File: src/rtl/cpu_defs_pkg.sv
// Shared CPU definitions: word width, DIV funct code and divider state encoding.
package cpu_defs;

   localparam int unsigned WORD_W = 32;

   // funct field of the DIV instruction, shared with control_unit
   localparam logic [5:0] DIV = 6'h1a;

   typedef enum logic [1:0] {
      DIV_IDLE = 2'd0,
      DIV_RUN  = 2'd1,
      DIV_FIX  = 2'd2,
      DIV_ZERO = 2'd3
   } div_state_t;

endpackage

File: src/rtl/div_unit.sv
// Iterative signed restoring divider for the DIV instruction (MIPS semantics:
// quotient truncates toward zero, remainder takes the dividend's sign).
// Ports:
//   clk, reset      clock, synchronous active-high reset
//   DivCtrl         start request, accepted only in IDLE
//   A, B            dividend / divisor (two's complement)
//   HI, LO          remainder / quotient, written only when a division completes
//   DivZero         one-cycle pulse: divisor was zero, HI/LO untouched
//   DivStop         one-cycle pulse: HI/LO hold a new result
//   busy            high while an operation is in progress
module div_unit
   import cpu_defs::*;
#(
   parameter int unsigned WIDTH = WORD_W,
   parameter int unsigned CNT_W = 6
) (
   input  logic             clk,
   input  logic             reset,
   input  logic             DivCtrl,
   input  logic [WIDTH-1:0] A,
   input  logic [WIDTH-1:0] B,
   output logic [WIDTH-1:0] HI,
   output logic [WIDTH-1:0] LO,
   output logic             DivZero,
   output logic             DivStop,
   output logic             busy
);

   div_state_t       state_q, state_d;
   logic [WIDTH:0]   rem_q, rem_d;
   logic [WIDTH-1:0] quo_q, quo_d;
   logic [WIDTH-1:0] dvs_q, dvs_d;
   logic             sign_quo_q, sign_quo_d;
   logic             sign_rem_q, sign_rem_d;
   logic [CNT_W-1:0] cnt_q, cnt_d;
   logic [WIDTH-1:0] hi_q, hi_d;
   logic [WIDTH-1:0] lo_q, lo_d;
   logic             zero_q, zero_d;
   logic             stop_q, stop_d;
   logic             busy_q, busy_d;

   logic [WIDTH:0]   rem_sh;
   logic [WIDTH-1:0] quo_sh;

   // State and datapath registers
   always_ff @(posedge clk) begin
      if (reset) begin
         state_q    <= DIV_IDLE;
         rem_q      <= '0;
         quo_q      <= '0;
         dvs_q      <= '0;
         sign_quo_q <= 1'b0;
         sign_rem_q <= 1'b0;
         cnt_q      <= '0;
         hi_q       <= '0;
         lo_q       <= '0;
         zero_q     <= 1'b0;
         stop_q     <= 1'b0;
         busy_q     <= 1'b0;
      end else begin
         state_q    <= state_d;
         rem_q      <= rem_d;
         quo_q      <= quo_d;
         dvs_q      <= dvs_d;
         sign_quo_q <= sign_quo_d;
         sign_rem_q <= sign_rem_d;
         cnt_q      <= cnt_d;
         hi_q       <= hi_d;
         lo_q       <= lo_d;
         zero_q     <= zero_d;
         stop_q     <= stop_d;
         busy_q     <= busy_d;
      end
   end

   // Next-state and datapath logic
   always_comb begin
      state_d    = state_q;
      rem_d      = rem_q;
      quo_d      = quo_q;
      dvs_d      = dvs_q;
      sign_quo_d = sign_quo_q;
      sign_rem_d = sign_rem_q;
      cnt_d      = cnt_q;
      hi_d       = hi_q;
      lo_d       = lo_q;
      zero_d     = 1'b0;
      stop_d     = 1'b0;
      busy_d     = busy_q;

      // Next dividend bit shifts from the quotient register into the remainder
      rem_sh = {rem_q[WIDTH-1:0], quo_q[WIDTH-1]};
      quo_sh = {quo_q[WIDTH-2:0], 1'b0};

      case (state_q)
         DIV_IDLE: begin
            if (DivCtrl) begin
               sign_quo_d = A[WIDTH-1] ^ B[WIDTH-1];
               sign_rem_d = A[WIDTH-1];
               // Magnitudes; the most negative value maps onto itself as unsigned
               quo_d      = A[WIDTH-1] ? -A : A;
               dvs_d      = B[WIDTH-1] ? -B : B;
               rem_d      = '0;
               cnt_d      = '0;
               busy_d     = 1'b1;
               if (B == '0) begin
                  state_d = DIV_ZERO;
                  zero_d  = 1'b1;
               end else begin
                  state_d = DIV_RUN;
               end
            end
         end
         DIV_RUN: begin
            if (rem_sh >= {1'b0, dvs_q}) begin
               rem_d = rem_sh - {1'b0, dvs_q};
               quo_d = quo_sh | WIDTH'(1);
            end else begin
               rem_d = rem_sh;
               quo_d = quo_sh;
            end
            cnt_d = cnt_q + CNT_W'(1);
            if (cnt_q == CNT_W'(WIDTH - 1)) begin
               state_d = DIV_FIX;
            end
         end
         DIV_FIX: begin
            lo_d    = sign_quo_q ? -quo_q : quo_q;
            hi_d    = sign_rem_q ? -rem_q[WIDTH-1:0] : rem_q[WIDTH-1:0];
            stop_d  = 1'b1;
            busy_d  = 1'b0;
            state_d = DIV_IDLE;
         end
         DIV_ZERO: begin
            busy_d  = 1'b0;
            state_d = DIV_IDLE;
         end
         default: begin
            state_d = DIV_IDLE;
         end
      endcase
   end

   assign HI      = hi_q;
   assign LO      = lo_q;
   assign DivZero = zero_q;
   assign DivStop = stop_q;
   assign busy    = busy_q;

endmodule

File: config.mk
export PLATFORM = sky130hd
export DESIGN_NAME = div_unit
export DESIGN_NICKNAME = d
export VERILOG_FILES = /design/src/rtl/cpu_defs_pkg.sv /design/src/rtl/div_unit.sv
export SDC_FILE = /design/constraint.sdc
export NUM_CORES = 1
export LEC_CHECK = 0
export CAP_MARGIN = 10
export CORE_AREA = 2 2 146 148
export DETAILED_ROUTE_END_ITERATION = 10
export DIE_AREA = 0 0 148 150
export HOLD_SLACK_MARGIN = 0.03
export PLACE_DENSITY = 0.72
export SLEW_MARGIN = 10
export SYNTH_ARGS = -nofsm -noshare
export SYNTH_HDL_FRONTEND = slang
export SYNTH_SLANG_ARGS = --single-unit
export TNS_END_PERCENT = 50
File: constraint.sdc
create_clock -name clk -period 4.62 [get_ports clk]
set_input_delay 0.462 -clock clk [delete_from_list [all_inputs] [get_ports clk]]
set_output_delay 0.462 -clock clk [all_outputs]
set_load 0.05 [all_outputs]
# ---- After elaboration in Yosys (flattened, before gate mapping)
# Cells that the tools add are included.
dict set report word_totals {
  register_bits 173
  in_bits 67
  output_inout_bits 67
  word_cells 58
}
dict set report classes {
  add_sub_neg 6
  magnitude_cmp 1
  n_eq_ne 6
  n_mux 20
  bitwise 3
  n_reduce_logical 10
}
# operator count
set op_table {}
lappend op_table {{2-to-1 mux 32 bit} 7}
lappend op_table {{negator 32 bit} 4}
lappend op_table {{one-hot mux 32 bit (2 select lines)} 2}
lappend op_table {{>= comparator 33 x 32 -> 1 bit} 1}
lappend op_table {{zero test 32 bit} 1}
lappend op_table {{subtractor 32 bit} 1}
lappend op_table {{one-hot mux 6 bit (2 select lines)} 1}
lappend op_table {{AND reduction 2 bit} 4}
lappend op_table {{adder 6 x 1 -> 6 bit, second input constant} 1}
lappend op_table {{== test 6 x 5 -> 1 bit, second input constant} 1}
lappend op_table {{2-to-1 mux 2 bit} 3}
lappend op_table {{2-to-1 mux 6 bit} 1}
lappend op_table {{one-hot mux 2 bit (3 select lines)} 1}
lappend op_table {{== test 2 bit, second input constant} 2}
lappend op_table {{2-to-1 mux 1 bit} 4}
lappend op_table {{!= test 2 bit, second input constant} 2}
lappend op_table {{nonzero test 2 bit} 2}
lappend op_table {{OR reduction 3 bit} 1}
lappend op_table {{== test 2 x 1 -> 1 bit, second input constant} 1}
lappend op_table {{zero test 2 bit} 1}
lappend op_table {{NOT 1 bit} 2}
lappend op_table {{one-hot mux 1 bit (2 select lines)} 1}
lappend op_table {{OR reduction 2 bit} 1}
lappend op_table {{bitwise XOR 1 bit} 1}

# ---- Logic depth before layout (Yosys ltp)
# Gate-level depths: netlist of the first run.
dict set report depth {
  depth_word 4
  mapped_depth 13
  mapped_depth_nobuf 13
}

# ---- Worst setup path after synthesis of the first run
# No wires, ideal clock.
dict set report synth_timing {
  path_kind {input to register}
  from {input B[0]}
  to {register dvs_q[27]}
  setup_time_ps 133
  arrival_ps 3239
  t_required_ps 4487
  path_slack_ps 1247
  cell_stages 9
  path_buffers 0
  path_cell_list {or4_1 -> or4_4 -> or3_4 -> or4_4 -> or3_4 -> or2_4 -> o41ai_4 -> xor2_1 -> o22ai_1}
}
dict set report synth_via {
  elab_chain_len 2
}
# element line
set synth_rtl {}
lappend synth_rtl {{from (decl)} div_unit.sv:21} ;# input logic [WIDTH-1:0] B,
lappend synth_rtl {{negator 32 bit} div_unit.sv:102} ;# dvs_d = B[WIDTH-1] ? -B : B;
lappend synth_rtl {{2-to-1 mux 32 bit} div_unit.sv:102}
lappend synth_rtl {{to (signal assigned)} div_unit.sv:64} ;# dvs_q <= dvs_d;
lappend synth_rtl {{to (decl)} div_unit.sv:32} ;# logic [WIDTH-1:0] dvs_q, dvs_d;
# Every way passes these cells.
# A chain may end at the register's enable or synchronous reset.

# ---- Worst setup path after layout of the first run
dict set report layout_timing {
  from {input B[7]}
  to {register dvs_q[30]}
}
# Same word-level chain as after synthesis.

==> results of run 1 <==
-- path summary, 6_finish.rpt --
path,from,depth (start not counted),endpoint,slack (ps)
worst max-delay path,B[7],9,dvs_q[30],1110
worst min-delay path,HI[0],2,HI[0],450
worst max register to register,quo_q[31],13,rem_q[28],1110
worst min register to register,HI[0],2,HI[0],450
-- sequential cells by signal, indices dropped and copies added, names as in the netlist --
name and count:
DivStop 1, DivZero 1, HI 32, LO 32
busy 1, cnt_q 6, dvs_q 32, quo_q 32
rem_q 32, sign_quo_q 1, sign_rem_q 1, state_q 2
-- cells in the mapped netlist, types with 3 or more instances --
cell / number
sky130_fd_sc_hd__nor3_1: 10
sky130_fd_sc_hd__ha_1: 37
sky130_fd_sc_hd__nand4_1: 7
sky130_fd_sc_hd__a32oi_1: 13
sky130_fd_sc_hd__mux2i_1: 7
sky130_fd_sc_hd__clkbuf_1: 74
sky130_fd_sc_hd__o21a_1: 4
sky130_fd_sc_hd__or4_1: 14
sky130_fd_sc_hd__a21o_1: 17
sky130_fd_sc_hd__and3_1: 4
sky130_fd_sc_hd__a21oi_1: 57
sky130_fd_sc_hd__a221oi_1: 4
sky130_fd_sc_hd__o21bai_1: 4
sky130_fd_sc_hd__nand2b_1: 9
sky130_fd_sc_hd__a22oi_1: 13
sky130_fd_sc_hd__dfxtp_1: 173
sky130_fd_sc_hd__and2_1: 3
sky130_fd_sc_hd__nor2b_1: 8
sky130_fd_sc_hd__or3_1: 17
sky130_fd_sc_hd__o22ai_1: 44
sky130_fd_sc_hd__buf_1: 6
sky130_fd_sc_hd__o41ai_1: 21
sky130_fd_sc_hd__nand2_1: 97
sky130_fd_sc_hd__o31ai_1: 38
sky130_fd_sc_hd__xor2_1: 110
sky130_fd_sc_hd__or4_4: 5
sky130_fd_sc_hd__nor2_1: 129
sky130_fd_sc_hd__xnor2_1: 41
sky130_fd_sc_hd__inv_1: 47
sky130_fd_sc_hd__nor4_1: 9
sky130_fd_sc_hd__a211oi_1: 62
sky130_fd_sc_hd__nand3_1: 8
sky130_fd_sc_hd__a222oi_1: 18
sky130_fd_sc_hd__or2_2: 4
sky130_fd_sc_hd__o21ai_0: 81
-- per-stage QoR --
stage / std cells / area (um2) / power [mW] / setup slack [ps] / hold slack (ps)
floorplan: 1229 / 10100 / 4.51 / 1250 / 429
global placement: 1567 / 11600 / 5.28 / 687 / 442
detailed placement: 1567 / 11600 / 5.31 / 654 / 449
CTS: 1599 / 12200 / 6.81 / 1110 / 458
global route: 1599 / 12200 / 7.31 / 840 / 471
finish: 1599 / 12200 / 6.80 / 1110 / 453
-- layer usage --
layer | global-route usage | part of all wire | vias to the layer above
li1 | - | - | 4688
met1 | 0.317 | 0.47 | 4118
met2 | 0.375 | 0.46 | 263
met3 | 0.0317 | 0.053 | 22
met4 | 0.0600 | 0.013 | 0
met5 | 0 | 0 | -
-- layout make-up --
| cell class | instances | area (um2) | area share |
|---|---|---|---|
| multi-input combinational | 929 | 6200 | 0.508 |
| sequential | 173 | 3460 | 0.284 |
| timing repair buffer | 143 | 1420 | 0.116 |
| clock buffer | 22 | 444 | 0.0364 |
| tap | 275 | 344 | 0.0282 |
| inverter | 47 | 176 | 0.0144 |
| clock inverter | 10 | 163 | 0.0133 |
-- kinds of logic (layout without fill, tap and decap cells) --
kind of cell | Yosys count | count (layout) | share of synthesized area
and+or+nand+nor | 337 | 337 | 0.158
muxes | 7 | 7 | 0.00692
xor gates and xnor gates | 151 | 151 | 0.131
AOI/OAI and AO/OA | 396 | 396 | 0.268
adders and majority gates | 38 | 38 | 0.0477
DFF | 173 | 173 | 0.342
buffers and inverters | 127 | 222 | 0.0471
-- power breakdown --
group / internal, mW / switching [mW] / total, mW
Clock: 0.906 / 0.586 / 1.49
Sequential: 1.67 / 0.235 / 1.91
Combinational: 1.35 / 2.05 / 3.40
-- worst reg2reg max path, stage by stage (launching register included) --
cell and delay, ps:
sky130_fd_sc_hd__dfxtp_1 330, sky130_fd_sc_hd__inv_1 120, sky130_fd_sc_hd__ha_1 160, sky130_fd_sc_hd__inv_1 60, sky130_fd_sc_hd__fa_1 420, sky130_fd_sc_hd__a211oi_1 230
sky130_fd_sc_hd__o21ai_0 230, sky130_fd_sc_hd__o311ai_0 470, sky130_fd_sc_hd__a21oi_1 160, sky130_fd_sc_hd__o22ai_1 310, sky130_fd_sc_hd__o21ai_0 210, sky130_fd_sc_hd__a221oi_1 390
sky130_fd_sc_hd__xor2_1 200, sky130_fd_sc_hd__o21ai_0 100
==> run_summary.xml, run 1 <==
<?xml version="1.0" encoding="UTF-8"?>
<metrics>
  <group name="status">
    <metric name="result_of_the_run" unit="">finished clean</metric>
  </group>
  <group name="power">
    <metric name="static-leakage-power" unit="nW">4.51</metric>
    <metric name="ir_drop" unit="mV">0.432</metric>
    <metric name="power_density" unit="mW/mm2">557</metric>
  </group>
  <group name="cells_and_area">
    <metric name="antenna_cells" unit="">0</metric>
    <metric name="post-route-util" unit="">0.590</metric>
    <metric name="layout_common_cells" unit="">sky130_fd_sc_hd__dfxtp_1 (173), sky130_fd_sc_hd__clkdlybuf4s50_1 (132), sky130_fd_sc_hd__nor2_1 (128)</metric>
    <metric name="final_common_cell" unit="">sky130_fd_sc_hd__dfxtp_1</metric>
    <metric name="layout-area-overhead-vs-synth" unit="%">20.6</metric>
    <metric name="post_route_cells_drive_above_1_share" unit="">0.0461</metric>
    <metric name="num-nets-final" unit="">1416</metric>
    <metric name="fillCellCount" unit="">1886</metric>
  </group>
  <group name="placed_design">
    <metric name="place_congestion" unit="">0.897</metric>
    <metric name="io_buffers" unit="">133</metric>
    <metric name="place_hpwl" unit="mm">18.7</metric>
  </group>
  <group name="synthesis">
    <metric name="syn_avg_cell_area" unit="um2">8.24</metric>
    <metric name="yosys_register_bits" unit="">173</metric>
    <metric name="synthDominantAreaCellType" unit="">sky130_fd_sc_hd__dfxtp_1</metric>
    <metric name="yosys.area.top_type_share" unit="">0.342</metric>
    <metric name="synth-async-reset-ratio" unit="">0</metric>
    <metric name="synth-seq-area-share" unit="">0.342</metric>
    <metric name="syn_nets" unit="">1334</metric>
    <metric name="syn-instance-count" unit="">1229</metric>
    <metric name="yosysWarningCount" unit="">0</metric>
    <metric name="mappedNetlistArea" unit="mm2">0.0101</metric>
    <metric name="synth_edf_count" unit="">0</metric>
    <metric name="synth.distinct_cells" unit="">59</metric>
    <metric name="ys.flop_type" unit="">sky130_fd_sc_hd__dfxtp_1</metric>
    <metric name="netlist_top_cells_area" unit="">sky130_fd_sc_hd__dfxtp_1 (34%), sky130_fd_sc_hd__xor2_1 (9.5%), sky130_fd_sc_hd__nor2_1 (4.8%)</metric>
  </group>
  <group name="routing">
    <metric name="drtIter0Drc" unit="">580</metric>
    <metric name="drc_errors" unit="">0</metric>
    <metric name="post_drt_wl_per_cell" unit="um">15.8</metric>
    <metric name="vias_per_cell" unit="">5.69</metric>
    <metric name="ant_nets_after_route" unit="">0</metric>
    <metric name="dr_total_vias" unit="">9091</metric>
    <metric name="drtPass1Iterations" unit="">5</metric>
    <metric name="postRouteWirelength" unit="mm">25.2</metric>
  </group>
  <group name="timing">
    <metric name="tightestPinTransition" unit="ps">1100</metric>
    <metric name="final.min_clock_period" unit="ps">3510</metric>
    <metric name="final_number_of_setup_violating_endpoints" unit="">0</metric>
    <metric name="grt_setup_unrepaired" unit="">false</metric>
    <metric name="clock.fmax" unit="GHz">0.285</metric>
    <metric name="timing_hold_violations_final" unit="">0</metric>
    <metric name="max-slew-margin-rel" unit="">0.268</metric>
    <metric name="worst_clock_skew" unit="ps">6.84</metric>
    <metric name="slew_violations" unit="">0</metric>
    <metric name="fin_crit_sh" unit="">0.761</metric>
    <metric name="fin_setup_tns" unit="ps">0</metric>
  </group>
  <group name="global_routing">
    <metric name="globalRoute.totalOverflow" unit="">0</metric>
    <metric name="first_pass_grt_wire_length" unit="mm">41.4</metric>
    <metric name="pin_count_of_the_biggest_net_entering_global_routing" unit="">68</metric>
    <metric name="grt_resource_usage_total" unit="">0.229</metric>
    <metric name="first_global_vias" unit="">8334</metric>
    <metric name="number_of_antenna_violations_at_the_first_check_in_global_routing" unit="">0</metric>
  </group>
  <group name="clocking">
    <metric name="worst_skew_pair.late_latency" unit="ps">430</metric>
    <metric name="cts.hold.buffers_added" unit="">0</metric>
    <metric name="clk_pin_slew" unit="ps">60</metric>
    <metric name="cts.repair_timing.setup_buffer_count" unit="">0</metric>
    <metric name="clockBufferDepth" unit="">2</metric>
    <metric name="root_buffer" unit="">sky130_fd_sc_hd__clkbuf_16</metric>
    <metric name="tritoncts.num_buffers" unit="">17</metric>
    <metric name="cts.repair.resized" unit="">0</metric>
    <metric name="clock_tree_from_tritoncts" unit="">yes</metric>
    <metric name="clock_sinks" unit="">173</metric>
    <metric name="ctsHtreeMaxLevel" unit="">4</metric>
  </group>
  <group name="worst_setup_path">
    <metric name="worstPathRequired" unit="ps">4900</metric>
    <metric name="cp_cell_sequence" unit="">clkdlybuf4s50_1 &gt; or3_1 &gt; or4_4 &gt; or2_2 &gt; or4_4 &gt; or4_4 &gt; o41ai_2 &gt; xor2_1 &gt; o22ai_1</metric>
    <metric name="worst_path_largest_cell_delay" unit="ps">580</metric>
    <metric name="worst_path_bufs_invs" unit="">1</metric>
    <metric name="arrival" unit="ps">3800</metric>
    <metric name="criticalPathCategory" unit="">in -&gt; reg</metric>
    <metric name="path_max_fanout" unit="">5</metric>
    <metric name="critPathCaptureType" unit="">flip-flop</metric>
    <metric name="cp_slowest_cell" unit="">sky130_fd_sc_hd__or4_4</metric>
    <metric name="crit_path_frequent_cell" unit="">sky130_fd_sc_hd__or4_4</metric>
    <metric name="startpoint_type" unit="">primary input</metric>
    <metric name="critical-path-top-delay-family" unit="">simple AND/OR/NAND/NOR gates</metric>
  </group>
  <group name="floorplanning">
    <metric name="number_of_placed_i_o_pins" unit="">134</metric>
    <metric name="design.core.area" unit="mm2">0.0207</metric>
    <metric name="initial_cell_density_of_the_core" unit="">0.489</metric>
    <metric name="die-area" unit="mm2">0.0222</metric>
    <metric name="die_y" unit="um">150</metric>
    <metric name="die_w" unit="um">148</metric>
    <metric name="row_count" unit="">53</metric>
  </group>
  <group name="run">
    <metric name="timing.max_cap.violations" unit="">0</metric>
  </group>
  <group name="hold_path">
    <metric name="hold_class" unit="">reg -&gt; reg</metric>
  </group>
</metrics>
Power figures use the tool's default switching activity.
==> run 2, diff against run 1 <==
--- a/config.mk
+++ b/config.mk
@@ -10,7 +10,7 @@
 export DETAILED_ROUTE_END_ITERATION = 10
 export DIE_AREA = 0 0 148 150
 export HOLD_SLACK_MARGIN = 0.03
-export PLACE_DENSITY = 0.72
+export PLACE_DENSITY = 0.75
 export SLEW_MARGIN = 10
 export SYNTH_ARGS = -nofsm -noshare
 export SYNTH_HDL_FRONTEND = slang
==> constraint.sdc (replaced) <==
create_clock -name clk -period 3.2 [get_ports clk]
set_input_delay 0.32 -clock clk [delete_from_list [all_inputs] [get_ports clk]]
set_output_delay 0.32 -clock clk [all_outputs]
set_load 0.05 [all_outputs]
==> run 2 against run 1 <==
Net effect: first-iteration DRC count is 9.5% higher; setup slack worse by 1000 ps; register-to-register slack lost 900 ps; sequential share of layout area shrank 1.8 points; final cell count increased by 5.5%; clock power increased by 50%; flip-flop and latch count unchanged; power rose by 57%; global-route usage is 0.84 points higher; sequential power up 39%; combinational power rose by 69%; critical path type unchanged; highest routed layer unchanged.
==> run_summary.xml, run 2 (synthesis gave the netlist of run 1 again) <==
<?xml version="1.0" encoding="UTF-8"?>
<metrics>
  <group name="routing">
    <metric name="vias_per_cell" unit="">5.71</metric>
    <metric name="ant_nets_after_route" unit="">0</metric>
    <metric name="drtIter0Drc" unit="">635</metric>
    <metric name="postRouteWirelength" unit="mm">26.6</metric>
    <metric name="drtPass1Iterations" unit="">5</metric>
    <metric name="dr_total_vias" unit="">9634</metric>
    <metric name="post_drt_wl_per_cell" unit="um">15.8</metric>
    <metric name="drc_errors" unit="">0</metric>
  </group>
  <group name="worst_setup_path">
    <metric name="critical-path-top-delay-family" unit="">simple AND/OR/NAND/NOR gates</metric>
    <metric name="worst_path_bufs_invs" unit="">1</metric>
    <metric name="path_max_fanout" unit="">4</metric>
    <metric name="arrival" unit="ps">3430</metric>
    <metric name="critical_path.endpoint" unit="">dvs_q[27]</metric>
    <metric name="cp_cell_sequence" unit="">dlygate4sd2_1 &gt; or4_4 &gt; or4_4 &gt; or3_4 &gt; or4_4 &gt; or3_4 &gt; or2_4 &gt; o41ai_4 &gt; xor2_1 &gt; o22ai_1</metric>
    <metric name="reg2reg_from" unit="">rem_q[13]</metric>
    <metric name="critPathCaptureType" unit="">flip-flop</metric>
    <metric name="critical_path_cell_count" unit="">10</metric>
    <metric name="cp_slowest_cell" unit="">sky130_fd_sc_hd__or4_4</metric>
    <metric name="worst-r2r-cell-count" unit="">8</metric>
    <metric name="worstPathRequired" unit="ps">3490</metric>
    <metric name="worst_path_largest_cell_delay" unit="ps">540</metric>
    <metric name="reg2reg_to" unit="">HI[31]</metric>
    <metric name="reg_to_reg_setup_timing_slack" unit="ps">210</metric>
    <metric name="setup.worst_path.start" unit="">B[0]</metric>
    <metric name="crit_path_frequent_cell" unit="">sky130_fd_sc_hd__or4_4</metric>
    <metric name="startpoint_type" unit="">primary input</metric>
    <metric name="criticalPathCategory" unit="">in -&gt; reg</metric>
  </group>
  <group name="power">
    <metric name="power_density" unit="mW/mm2">818</metric>
    <metric name="ir_drop" unit="mV">0.518</metric>
    <metric name="static-leakage-power" unit="nW">5.03</metric>
  </group>
  <group name="run">
    <metric name="timing.max_cap.violations" unit="">0</metric>
  </group>
  <group name="timing">
    <metric name="final.min_clock_period" unit="ps">3140</metric>
    <metric name="timing_hold_violations_final" unit="">0</metric>
    <metric name="tightestPinTransition" unit="ps">972</metric>
    <metric name="grt_setup_unrepaired" unit="">true</metric>
    <metric name="fin_setup_tns" unit="ps">0</metric>
    <metric name="clock.fmax" unit="GHz">0.318</metric>
    <metric name="worst_clock_skew" unit="ps">7.60</metric>
    <metric name="timing.hold.ws" unit="ps">325</metric>
    <metric name="max-slew-margin-rel" unit="">0.350</metric>
    <metric name="fin_crit_sh" unit="">0.982</metric>
    <metric name="worst_slack" unit="ps">58.5</metric>
    <metric name="final_number_of_setup_violating_endpoints" unit="">0</metric>
    <metric name="slew_violations" unit="">0</metric>
  </group>
  <group name="clocking">
    <metric name="clockBufferDepth" unit="">2</metric>
    <metric name="worst_skew_pair.late_latency" unit="ps">430</metric>
    <metric name="clock_sinks" unit="">173</metric>
    <metric name="root_buffer" unit="">sky130_fd_sc_hd__clkbuf_16</metric>
    <metric name="tritoncts.num_buffers" unit="">17</metric>
    <metric name="ctsHtreeMaxLevel" unit="">4</metric>
    <metric name="clock_tree_from_tritoncts" unit="">yes</metric>
    <metric name="clk_pin_slew" unit="ps">70</metric>
  </group>
  <group name="hold_path">
    <metric name="hold_class" unit="">in -&gt; reg</metric>
  </group>
  <group name="floorplanning">
    <metric name="design.core.area" unit="mm2">0.0207</metric>
    <metric name="die-area" unit="mm2">0.0222</metric>
    <metric name="number_of_placed_i_o_pins" unit="">134</metric>
    <metric name="initial_cell_density_of_the_core" unit="">0.489</metric>
    <metric name="die_y" unit="um">150</metric>
    <metric name="die_w" unit="um">148</metric>
    <metric name="row_count" unit="">53</metric>
  </group>
  <group name="placed_design">
    <metric name="post-place-ws" unit="ps">-575</metric>
    <metric name="place_congestion" unit="">0.913</metric>
    <metric name="io_buffers" unit="">133</metric>
    <metric name="placement.cell_area" unit="mm2">0.0123</metric>
    <metric name="place_hpwl" unit="mm">19.7</metric>
  </group>
  <group name="global_routing">
    <metric name="first_pass_grt_wire_length" unit="mm">43.1</metric>
    <metric name="grt_resource_usage_total" unit="">0.237</metric>
    <metric name="globalRoute.totalOverflow" unit="">0</metric>
    <metric name="number_of_antenna_violations_at_the_first_check_in_global_routing" unit="">0</metric>
    <metric name="pin_count_of_the_biggest_net_entering_global_routing" unit="">69</metric>
    <metric name="first_global_vias" unit="">8862</metric>
  </group>
  <group name="cells_and_area">
    <metric name="post-route-util" unit="">0.629</metric>
    <metric name="post_route_cells_drive_above_1_share" unit="">0.115</metric>
    <metric name="num-nets-final" unit="">1504</metric>
    <metric name="final_common_cell" unit="">sky130_fd_sc_hd__dfxtp_1</metric>
    <metric name="layout-area-overhead-vs-synth" unit="%">28.6</metric>
    <metric name="antenna_cells" unit="">0</metric>
    <metric name="fillCellCount" unit="">1824</metric>
    <metric name="postLayoutCellArea" unit="mm2">0.0130</metric>
    <metric name="layout_common_cells" unit="">sky130_fd_sc_hd__dfxtp_1 (173), sky130_fd_sc_hd__nor2_1 (127), sky130_fd_sc_hd__clkdlybuf4s50_1 (125)</metric>
  </group>
  <group name="status">
    <metric name="result_of_the_run" unit="">finished clean</metric>
  </group>
</metrics>
==> run 2: changes by cell type in the layout (fill, tap and decap cells not counted), sizes merged <==
cell	delta
buf	+88
clkbuf	-5
clkdlybuf4s50	-7
dlygate4sd2	+4
dlymetal6s2s	+3
inv	+5
==> run 2: worst reg2reg max path, delay by kind of cell (launching register included) <==
kind / cells / cell delay [ps]
simple gates: 5 / 2040
compound gates: 2 / 470
flops: 1 / 310
xor+xnor: 1 / 100
==> run 2: worst min path at each step <==
| stage | to | start | cells past startpoint | slack (ps) |
|---|---|---|---|---|
| floorplan | dvs_q[0] | dvs_q[0] | 2 | 430 |
| global placement | HI[21] | HI[21] | 2 | 440 |
| detailed placement | HI[24] | HI[24] | 2 | 450 |
| CTS | quo_q[27] | reset | 2 | 310 |
| global route | quo_q[29] | reset | 2 | 350 |
| finish | quo_q[27] | reset | 2 | 320 |
==> run 2: cell type report <==
| cell class | count | area (um2) | area share |
|---|---|---|---|
| multi-input combinational | 929 | 6290 | 0.483 |
| clock inverter | 15 | 206 | 0.0159 |
| clock buffer | 17 | 425 | 0.0327 |
| inverter | 47 | 176 | 0.0136 |
| sequential | 173 | 3460 | 0.266 |
| timing repair buffer | 231 | 2110 | 0.162 |
| tap | 275 | 344 | 0.0264 |
==> run 2: stage by stage <==
step,std cells,power [mW]
6_report,1687,10.6
5_1_grt,1687,11.4
4_1_cts,1686,10.5
3_5_place_dp,1652,8.26
3_3_place_gp,1652,8.20
2_1_floorplan,1229,6.51
==> run 2: timing repair <==
| item | in CTS | in global routing |
|---|---|---|
| pin swaps | 4 | 7 |
| setup endpoints to repair | 8 | 23 |
| resized for setup | 9 | 19 |
| hold buffers | 0 | 0 |
| buffers inserted | 2 | 1 |
==> run 2: power by group <==
| part | internal [mW] | switching, mW |
|---|---|---|
| Sequential | 2.41 | 0.245 |
| Combinational | 2.49 | 3.27 |
| Clock | 1.32 | 0.911 |
==> run 2: metal layers <==
layer / vias to the layer above / routed length [um] / track usage
met1: 4460 / 12300 / 0.315
met4: 0 / 537 / 0.0790
met3: 36 / 1380 / 0.0320
li1: 4872 / - / -
met5: - / 0 / 0
met2: 266 / 12400 / 0.398
==> run 3, diff against run 2 <==
--- a/config.mk
+++ b/config.mk
@@ -6,11 +6,13 @@
 export NUM_CORES = 1
 export LEC_CHECK = 0
 export CAP_MARGIN = 10
-export CORE_AREA = 2 2 146 148
+export CELL_PAD_IN_SITES_DETAIL_PLACEMENT = 1
+export CELL_PAD_IN_SITES_GLOBAL_PLACEMENT = 2
+export CORE_AREA = 10 10 176 219
 export DETAILED_ROUTE_END_ITERATION = 10
-export DIE_AREA = 0 0 148 150
+export DIE_AREA = 0 0 186 229
 export HOLD_SLACK_MARGIN = 0.03
-export PLACE_DENSITY = 0.75
+export PLACE_DENSITY_LB_ADDON = 0.1
 export SLEW_MARGIN = 10
 export SYNTH_ARGS = -nofsm -noshare
 export SYNTH_HDL_FRONTEND = slang
==> run 3 against run 2 <==
Net effect: clock power about the same; combinational power up 8.9%; setup slack improved by 6.9 ps; final cell count up 10%; sequential power is essentially flat; non-clock buffer count is 21 higher; largest cell class unchanged; largest power group unchanged; wire length is 23% higher; worst hold slack got worse by 28 ps; core utilization down 24 points; sequential share of layout area is 0.54 points lower.
==> run_summary.xml, run 3 (synthesis gave the netlist of run 1 again) <==
<?xml version="1.0" encoding="UTF-8"?>
<metrics>
  <group name="routing">
    <metric name="ant_nets_after_route" unit="">0</metric>
    <metric name="drtIter0Drc" unit="">368</metric>
    <metric name="drc_errors" unit="">0</metric>
    <metric name="drtPass1Iterations" unit="">5</metric>
    <metric name="vias_per_cell" unit="">5.12</metric>
    <metric name="dr_total_vias" unit="">9540</metric>
    <metric name="post_drt_wl_per_cell" unit="um">17.6</metric>
    <metric name="postRouteWirelength" unit="mm">32.8</metric>
  </group>
  <group name="timing">
    <metric name="grt_setup_unrepaired" unit="">true</metric>
    <metric name="worst_slack" unit="ps">65.4</metric>
    <metric name="fin_crit_sh" unit="">0.980</metric>
    <metric name="fin_setup_tns" unit="ps">0</metric>
    <metric name="worst_clock_skew" unit="ps">6.76</metric>
    <metric name="clock.fmax" unit="GHz">0.319</metric>
    <metric name="timing_hold_violations_final" unit="">0</metric>
    <metric name="max-slew-margin-rel" unit="">0.416</metric>
    <metric name="tightestPinTransition" unit="ps">876</metric>
    <metric name="final.min_clock_period" unit="ps">3130</metric>
    <metric name="timing.hold.ws" unit="ps">296</metric>
    <metric name="slew_violations" unit="">0</metric>
    <metric name="final_number_of_setup_violating_endpoints" unit="">0</metric>
  </group>
  <group name="clocking">
    <metric name="cts.repair_timing.setup_buffer_count" unit="">0</metric>
    <metric name="root_buffer" unit="">sky130_fd_sc_hd__clkbuf_16</metric>
    <metric name="ctsHtreeMaxLevel" unit="">4</metric>
    <metric name="clk_pin_slew" unit="ps">70</metric>
    <metric name="cts.hold.buffers_added" unit="">0</metric>
    <metric name="clock_tree_from_tritoncts" unit="">yes</metric>
    <metric name="tritoncts.num_buffers" unit="">17</metric>
    <metric name="worst_skew_pair.late_latency" unit="ps">440</metric>
    <metric name="clockBufferDepth" unit="">2</metric>
    <metric name="clock_sinks" unit="">173</metric>
  </group>
  <group name="global_routing">
    <metric name="first_pass_grt_wire_length" unit="mm">53.0</metric>
    <metric name="pin_count_of_the_biggest_net_entering_global_routing" unit="">90</metric>
    <metric name="globalRoute.totalOverflow" unit="">0</metric>
    <metric name="first_global_vias" unit="">9906</metric>
    <metric name="grt_resource_usage_total" unit="">0.154</metric>
    <metric name="number_of_antenna_violations_at_the_first_check_in_global_routing" unit="">0</metric>
  </group>
  <group name="floorplanning">
    <metric name="die_y" unit="um">229</metric>
    <metric name="die_w" unit="um">186</metric>
    <metric name="row_count" unit="">76</metric>
    <metric name="design.core.area" unit="mm2">0.0342</metric>
    <metric name="initial_cell_density_of_the_core" unit="">0.296</metric>
    <metric name="number_of_placed_i_o_pins" unit="">134</metric>
    <metric name="die-area" unit="mm2">0.0426</metric>
  </group>
  <group name="worst_setup_path">
    <metric name="arrival" unit="ps">3430</metric>
    <metric name="startpoint_type" unit="">primary input</metric>
    <metric name="worstPathRequired" unit="ps">3500</metric>
    <metric name="setup.worst_path.start" unit="">B[0]</metric>
    <metric name="critPathCaptureType" unit="">flip-flop</metric>
    <metric name="criticalPathCategory" unit="">in -&gt; reg</metric>
    <metric name="path_max_fanout" unit="">4</metric>
    <metric name="reg2reg_from" unit="">rem_q[13]</metric>
  </group>
  <group name="cells_and_area">
    <metric name="layout_common_cells" unit="">sky130_fd_sc_hd__dfxtp_1 (172), sky130_fd_sc_hd__clkdlybuf4s50_1 (128), sky130_fd_sc_hd__nor2_1 (127)</metric>
    <metric name="post_route_cells_drive_above_1_share" unit="">0.128</metric>
    <metric name="fillCellCount" unit="">4051</metric>
    <metric name="post-route-util" unit="">0.388</metric>
    <metric name="num-nets-final" unit="">1525</metric>
    <metric name="layout-area-overhead-vs-synth" unit="%">31.3</metric>
    <metric name="final_common_cell" unit="">sky130_fd_sc_hd__dfxtp_1</metric>
    <metric name="antenna_cells" unit="">0</metric>
  </group>
  <group name="placed_design">
    <metric name="place_hpwl" unit="mm">25.5</metric>
    <metric name="post-place-ws" unit="ps">-657</metric>
    <metric name="place_congestion" unit="">0.800</metric>
    <metric name="io_buffers" unit="">133</metric>
  </group>
  <group name="hold_path">
    <metric name="hold_class" unit="">in -&gt; reg</metric>
    <metric name="timing.hold.worst.start" unit="">reset</metric>
  </group>
  <group name="run">
    <metric name="timing.max_cap.violations" unit="">0</metric>
  </group>
  <group name="status">
    <metric name="result_of_the_run" unit="">finished clean</metric>
  </group>
  <group name="power">
    <metric name="ir_drop" unit="mV">0.496</metric>
    <metric name="static-leakage-power" unit="nW">5.07</metric>
    <metric name="power_density" unit="mW/mm2">838</metric>
  </group>
</metrics>
run 3: worst paths after layout:
check	to	slack [ps]	cells after the start
max	dvs_q[27]	70	10
min	cnt_q[1]	300	2
max reg2reg	HI[31]	170	8
min reg2reg	HI[21]	450	2
run 3: timing repair:
action / CTS / global route
endpoints found under the setup margin: 12 / 26
resized for setup: 9 / 9
pin swaps: 3 / 3
run 3: final cells by class:
class                   count  area, um2  share of cell area
flip-flops and latches    173       3460               0.261
inverters                  47        176              0.0133
clock buffers              22        474              0.0357
clock inverters            10        138              0.0104
repair buffers            252       2240               0.169
multi-input cells         929       6260               0.471
well taps                 429        537              0.0404
run 3: report_power, final:
group / switching [mW] / leakage, nW / internal, mW
clock: 0.925 / 0.296 / 1.29
sequential: 0.249 / 1.41 / 2.41
combinational: 3.44 / 3.37 / 2.83
total: 4.61 / 5.07 / 6.53
run 3: critical path: stages:
cell and delay, ps:
sky130_fd_sc_hd__dlygate4sd2_1 240, sky130_fd_sc_hd__or4_4 540, sky130_fd_sc_hd__or4_4 440, sky130_fd_sc_hd__or3_4 350, sky130_fd_sc_hd__or4_4 440, sky130_fd_sc_hd__or3_4 350
sky130_fd_sc_hd__or2_4 270, sky130_fd_sc_hd__o41ai_4 210, sky130_fd_sc_hd__xor2_1 180, sky130_fd_sc_hd__o22ai_1 100
run 3: layer usage:
| metal | GRT usage | routed length [um] | up-vias |
|---|---|---|---|
| met4 | 0.0530 | 607 | 0 |
| met3 | 0.0225 | 985 | 24 |
| li1 | - | - | 4886 |
| met5 | 0 | 0 | - |
| met2 | 0.274 | 16600 | 130 |
| met1 | 0.183 | 14600 | 4500 |
run 3: stage by stage:
step | instances | instance area [um2] | total power, mW
3_3_place_gp | 1830 | 12600 | 8.93
6_report | 1862 | 13300 | 11.1
4_1_cts | 1862 | 13200 | 11.3
3_5_place_dp | 1830 | 12600 | 8.98
2_1_floorplan | 1229 | 10100 | 6.51
5_1_grt | 1862 | 13300 | 12.1
